File: src/rtl/sync_fifo_pkg.sv
// sync_fifo_pkg: width helpers, count type and default thresholds shared by the sync FIFO.
package sync_fifo_pkg;
  typedef int unsigned cnt_t;
  localparam int   DEF_DEPTH     = 16;
  localparam cnt_t DEF_AE_THRESH = 2;
  localparam int   DEF_AF_MARGIN = 4;
  function automatic int ptr_w(input int depth);
    return $clog2(depth);
  endfunction
  function automatic int cnt_w(input int depth);
    return $clog2(depth) + 1;
  endfunction
endpackage

File: src/rtl/sync_fifo_mem.sv
// sync_fifo_mem: DATA_W x DEPTH dual-port RAM; registered read port, combinational under SYNC_FIFO_FWFT_EN.
module sync_fifo_mem #(
  parameter int DATA_W = 8,
  parameter int DEPTH  = 16
) (
  input  logic                     clk,
  input  logic                     rst,
  input  logic                     we,
  input  logic [$clog2(DEPTH)-1:0] waddr,
  input  logic [DATA_W-1:0]        wdata,
  input  logic                     re,
  input  logic [$clog2(DEPTH)-1:0] raddr,
  output logic [DATA_W-1:0]        rdata
);
  logic [DATA_W-1:0] mem [DEPTH];
  always_ff @(posedge clk) begin
    if (we) mem[waddr] <= wdata;
  end
`ifdef SYNC_FIFO_FWFT_EN
  assign rdata = mem[raddr];
`else
  logic [DATA_W-1:0] rdata_q, rdata_d;
  // reads sample the pre-write contents, so a full-FIFO read/write pair returns the oldest word
  always_comb rdata_d = rst ? '0 : re ? mem[raddr] : rdata_q;
  always_ff @(posedge clk) rdata_q <= rdata_d;
  assign rdata = rdata_q;
`endif
endmodule

File: src/rtl/sync_fifo_param.sv
// sync_fifo_param: single-clock FIFO with count, almost flags and sticky errors.
// Define SYNC_FIFO_FWFT_EN for first-word-fall-through reads.
module sync_fifo_param import sync_fifo_pkg::*; #(
  parameter int   DATA_W    = 8,
  parameter int   DEPTH     = DEF_DEPTH,
  parameter cnt_t AF_THRESH = DEPTH - DEF_AF_MARGIN,
  parameter cnt_t AE_THRESH = DEF_AE_THRESH
) (
  input  logic                      clk,
  input  logic                      rst,
  input  logic                      wr_en,
  input  logic [DATA_W-1:0]         wr_data,
  input  logic                      rd_en,
  output logic [DATA_W-1:0]         rd_data,
  output logic                      rd_valid,
  output logic                      full,
  output logic                      empty,
  output logic                      almost_full,
  output logic                      almost_empty,
  output logic [cnt_w(DEPTH)-1:0]   count,
  output logic                      overflow,
  output logic                      underflow,
  input  logic                      clr_err
);
  localparam int PW = ptr_w(DEPTH);
  localparam int CW = cnt_w(DEPTH);
  if ((DEPTH & (DEPTH - 1)) != 0 || DEPTH < 4) begin : g_depth_chk
    $error("sync_fifo_param: DEPTH must be a power of two and at least 4");
  end
  if (AF_THRESH < 1 || AF_THRESH > cnt_t'(DEPTH)) begin : g_af_chk
    $error("sync_fifo_param: AF_THRESH out of range 1..DEPTH");
  end
  if (AE_THRESH > cnt_t'(DEPTH - 1)) begin : g_ae_chk
    $error("sync_fifo_param: AE_THRESH out of range 0..DEPTH-1");
  end
  logic [PW-1:0] wr_ptr_q, wr_ptr_d, rd_ptr_q, rd_ptr_d;
  logic [CW-1:0] count_q, count_d;
  logic          full_q, full_d, empty_q, empty_d;
  logic          af_q, af_d, ae_q, ae_d;
  logic          ovf_q, ovf_d, unf_q, unf_d;
  logic          wr_acc, rd_acc;
  // all flags derive from count_d so they always agree with the registered count
  always_comb begin
    rd_acc   = rd_en & ~empty_q;
    wr_acc   = wr_en & (~full_q | rd_acc);
    count_d  = rst ? '0 : count_q + CW'(wr_acc) - CW'(rd_acc);
    wr_ptr_d = rst ? '0 : wr_acc ? wr_ptr_q + PW'(1) : wr_ptr_q;
    rd_ptr_d = rst ? '0 : rd_acc ? rd_ptr_q + PW'(1) : rd_ptr_q;
    full_d   = count_d == CW'(DEPTH);
    empty_d  = count_d == '0;
    af_d     = count_d >= CW'(AF_THRESH);
    ae_d     = count_d <= CW'(AE_THRESH);
    ovf_d    = rst ? 1'b0 : (wr_en & full_q & ~rd_acc) ? 1'b1 : clr_err ? 1'b0 : ovf_q;
    unf_d    = rst ? 1'b0 : (rd_en & empty_q) ? 1'b1 : clr_err ? 1'b0 : unf_q;
  end
  always_ff @(posedge clk) begin
    wr_ptr_q <= wr_ptr_d;
    rd_ptr_q <= rd_ptr_d;
    count_q  <= count_d;
    full_q   <= full_d;
    empty_q  <= empty_d;
    af_q     <= af_d;
    ae_q     <= ae_d;
    ovf_q    <= ovf_d;
    unf_q    <= unf_d;
  end
  sync_fifo_mem #(.DATA_W(DATA_W), .DEPTH(DEPTH)) u_mem (
    .clk   (clk),
    .rst   (rst),
    .we    (wr_acc & ~rst),
    .waddr (wr_ptr_q),
    .wdata (wr_data),
    .re    (rd_acc),
    .raddr (rd_ptr_q),
    .rdata (rd_data)
  );
`ifdef SYNC_FIFO_FWFT_EN
  assign rd_valid = ~empty_q;
`else
  logic rd_valid_q, rd_valid_d;
  always_comb rd_valid_d = ~rst & rd_acc;
  always_ff @(posedge clk) rd_valid_q <= rd_valid_d;
  assign rd_valid = rd_valid_q;
`endif
  assign count        = count_q;
  assign full         = full_q;
  assign empty        = empty_q;
  assign almost_full  = af_q;
  assign almost_empty = ae_q;
  assign overflow     = ovf_q;
  assign underflow    = unf_q;
endmodule

File: config.mk
export PLATFORM = sky130hd
export DESIGN_NAME = sync_fifo_param
export DESIGN_NICKNAME = d
export VERILOG_FILES = /design/src/rtl/sync_fifo_pkg.sv /design/src/rtl/sync_fifo_mem.sv /design/src/rtl/sync_fifo_param.sv
export SDC_FILE = /design/constraint.sdc
export NUM_CORES = 1
export LEC_CHECK = 0
export ABC_CLOCK_PERIOD_IN_PS = 2900
export CORE_MARGIN = 4
export CORE_UTILIZATION = 40
export CTS_CLUSTER_DIAMETER = 40
export DETAILED_ROUTE_END_ITERATION = 12
export PLACE_DENSITY = 0.61
export SYNTH_ARGS = -nofsm -noshare
export SYNTH_HDL_FRONTEND = slang
export SYNTH_SLANG_ARGS = --single-unit
File: constraint.sdc
create_clock -name clk -period 2.9 [get_ports clk]
set_input_delay 0.58 -clock clk [delete_from_list [all_inputs] [get_ports clk]]
set_output_delay 0.58 -clock clk [all_outputs]
set_load 0.02 [all_outputs]
==> metrics.yaml <==
m1WireLength_mm: 5.816
post_drt_wl_per_cell_um: 18.24
synth_most_common_cell: "edfxtp_1"
worstSkewPairLatency_ps: 420
drtIter0Drc: 209
dr_wl_met2_mm: 6.073
synth_async_sr_flop_share_pct: 0
leakage_uw: 0.002539
cts_sinks: 156
dp_cells: 658
finalSetupViolCount: 0
top_layer: "met4"
die_h_um: 133.9
crit_required_ps: 3220
multi_input_area_um2: 1754
clock_path_buffers: 2
register_area_um2: 4408
path_class: "primary input to flop"
rsz0062_at_grt: "no"
cap_viol_max_count: 0
diodes: 0
via_per_inst: 4.928
postLayoutCellArea_um2: 7646
startpoint_type: "primary input"
power_uw: 6071
dieWidth_um: 133.9
synth_top_cell_by_area: "edfxtp_1"
gp_congestion: 0.7823
cts_root_buffer: "clkbuf_16"
setup_ws_ps: 164.4
grt_util_all_layers_pct: 14.93
finalWirelength_mm: 12.59
crit_path_end_kind: "flop"
syn_to_final_growth_pct: 20.65
synthesis.nets: 427
p_per_area_nw_per_um2: 794.0
syn_area_per_cell_um2: 15.73
cp_max_fo: 3
netlist_instances: 403
wl_met3_um: 553
final_layout_size_suffix_gt1_share_pct: 17.12
final.setup_skew_ps: 7.164
ys_top_cells_by_area: "edfxtp_1 61%, mux2i_1 10%, dfxtp_1 8.8%"
antenna_found_initial: 0
max_freq_ghz: 0.3655
core_um2: 15370
numCtsBuffers: 17
cts.clk_slew.worst_paths_ps: 60
status: "finished clean"
drc_errors: 0
cts_tree: "built"
worst_hold_path_type: "flop to flop"
synth_area_um2: 6337
htree_levels: 4
portBuffers: 32
ys_warn_count: 0
dieArea_um2: 17920
fill_cells: 1288
rows: 45
grt_pass1_vias: 3487
fin_cells: 690
fin_crit_ps: 2736
vias: 3400
num-nets-final: 490
pre_cts_slack_ps: -512.9
synth_ff_type: "edfxtp_1"
relSlewSlack_pct: 44.35
synth_top_area_share_pct: 60.65
antenna_left: 0
synth_edf_count: 128
timing.hold.ws_ps: 477.8
ys_types: 38
overflow: 0
placed_area_um2: 7018
start_util_pct: 41.23
synth_common_cells: "128 x edfxtp_1, 65 x mux2i_1, 32 x a22oi_1"
finalHoldViolations: 0
seq_area_frac_synth_pct: 69.50
fin_crit_sh_pct: 94.33
worstMarginPinSlew_ps: 834.8
finalMaxSlewViolations: 0
grt_start_max_net_pins: 39
hold_buffers: 0
dp_hpwl_mm: 8.207
reg2reg_slack_ps: 390
yosys_register_bits: 156
peakVddDrop_mv: 0.6390
cp.arrival_ps: 3060
ios: 33
drt_pre_antenna_iters: 4
grt_pass1_wl_mm: 19.87
-- metal layers --
layer / global-route usage [%] / vias to the layer above
met1: 19.81 / 1659
li1: - / 1659
met3: 4.501 / 14
met5: 0 / -
met2: 23.81 / 68
met4: 4.457 / 0
-- worst max-delay path: stages --
cell and delay (ps):
clkdlybuf4s50_1 490, inv_1 80, a21oi_4 120, inv_1 50
ha_1 280, inv_1 40, ha_1 200, fa_2 340
a21o_1 170, a21oi_2 160, mux2_4 340, a2111oi_4 180
-- area by class of cell --
cell class                      count  share of cell area (%)
Clock buffer                       27                   6.856
Clock inverter                      5                   1.031
Inverter                           12                  0.5891
Multi-Input combinational cell    215                   22.94
Sequential cell                   156                   57.65
Tap cell                          211                   3.453
Timing Repair Buffer               64                   7.478
-- path summary, 6_finish.rpt --
| kind | start | endpoint | depth (start not counted) |
|---|---|---|---|
| setup / recovery | wr_en | almost_empty | 12 |
| hold / removal | u_mem.rdata[3] | u_mem.rdata[3] | 2 |
| setup reg to reg | empty | almost_empty | 11 |
| hold reg to reg | u_mem.rdata[3] | u_mem.rdata[3] | 2 |
-- state kept, by name (all words and copies together), names as in the netlist --
name,cells
almost_empty,1
almost_full,1
count,5
empty,1
full,1
overflow,1
rd_ptr_q,4
rd_valid,1
u_mem.mem,128
u_mem.rdata,8
underflow,1
wr_ptr_q,4
-- placed cells by master (no fill, tap or decap), types with 2 or more instances in the layout --
master,instances
edfxtp_1,128
mux2i_1,65
a22oi_1,32
clkdlybuf4s50_1,31
buf_4,31
dfxtp_1,27
nor2_1,24
clkbuf_16,18
nand2_1,14
inv_1,12
nand3_1,11
ha_1,10
a32oi_1,8
nor2b_1,7
xor2_1,5
nor3_2,5
xnor2_1,5
clkbuf_1,5
nand2_2,4
clkbuf_8,4
a21o_1,3
a21oi_2,2
mux2_4,2
nand2b_1,2
nor2_2,2
a211oi_1,2
bufinv_16,2
-- logic make-up (layout without fill, tap and decap cells) --
| family | Yosys count | count (layout) | synth area share (%) |
|---|---|---|---|
| flops | 156 | 156 | 69.50 |
| simple gates | 75 | 75 | 6.120 |
| mux | 67 | 67 | 10.68 |
| compound gates | 52 | 52 | 6.673 |
| buf+inv | 32 | 108 | 3.356 |
| fa+ha+maj | 11 | 11 | 2.290 |
| xor+xnor | 10 | 10 | 1.382 |
-- power by group --
part / switching, µW / leakage (µW) / internal, µW
Combinational: 610 / 0.000862 / 590
Sequential: 111 / 0.00138 / 2550
Clock: 802 / 0.000293 / 1410
-- repair_timing --
action                                 in CTS  in global routing
gates resized for setup                     2                  3
setup endpoints to repair                   2                  2
buffers inserted                            0                  0
endpoints found under the hold margin       0                  0
pin swaps                                   0                  1
-- metrics by stage --
stage | setup TNS (ps) | utilization (%)
after CTS | 0 | 49.62
after global routing | 0 | 49.74
after global placement | -1697 | 45.66
after floorplan | 0 | -
final | 0 | 49.74
after detailed placement | -2113 | 45.66
Power figures use the tool's default switching activity.
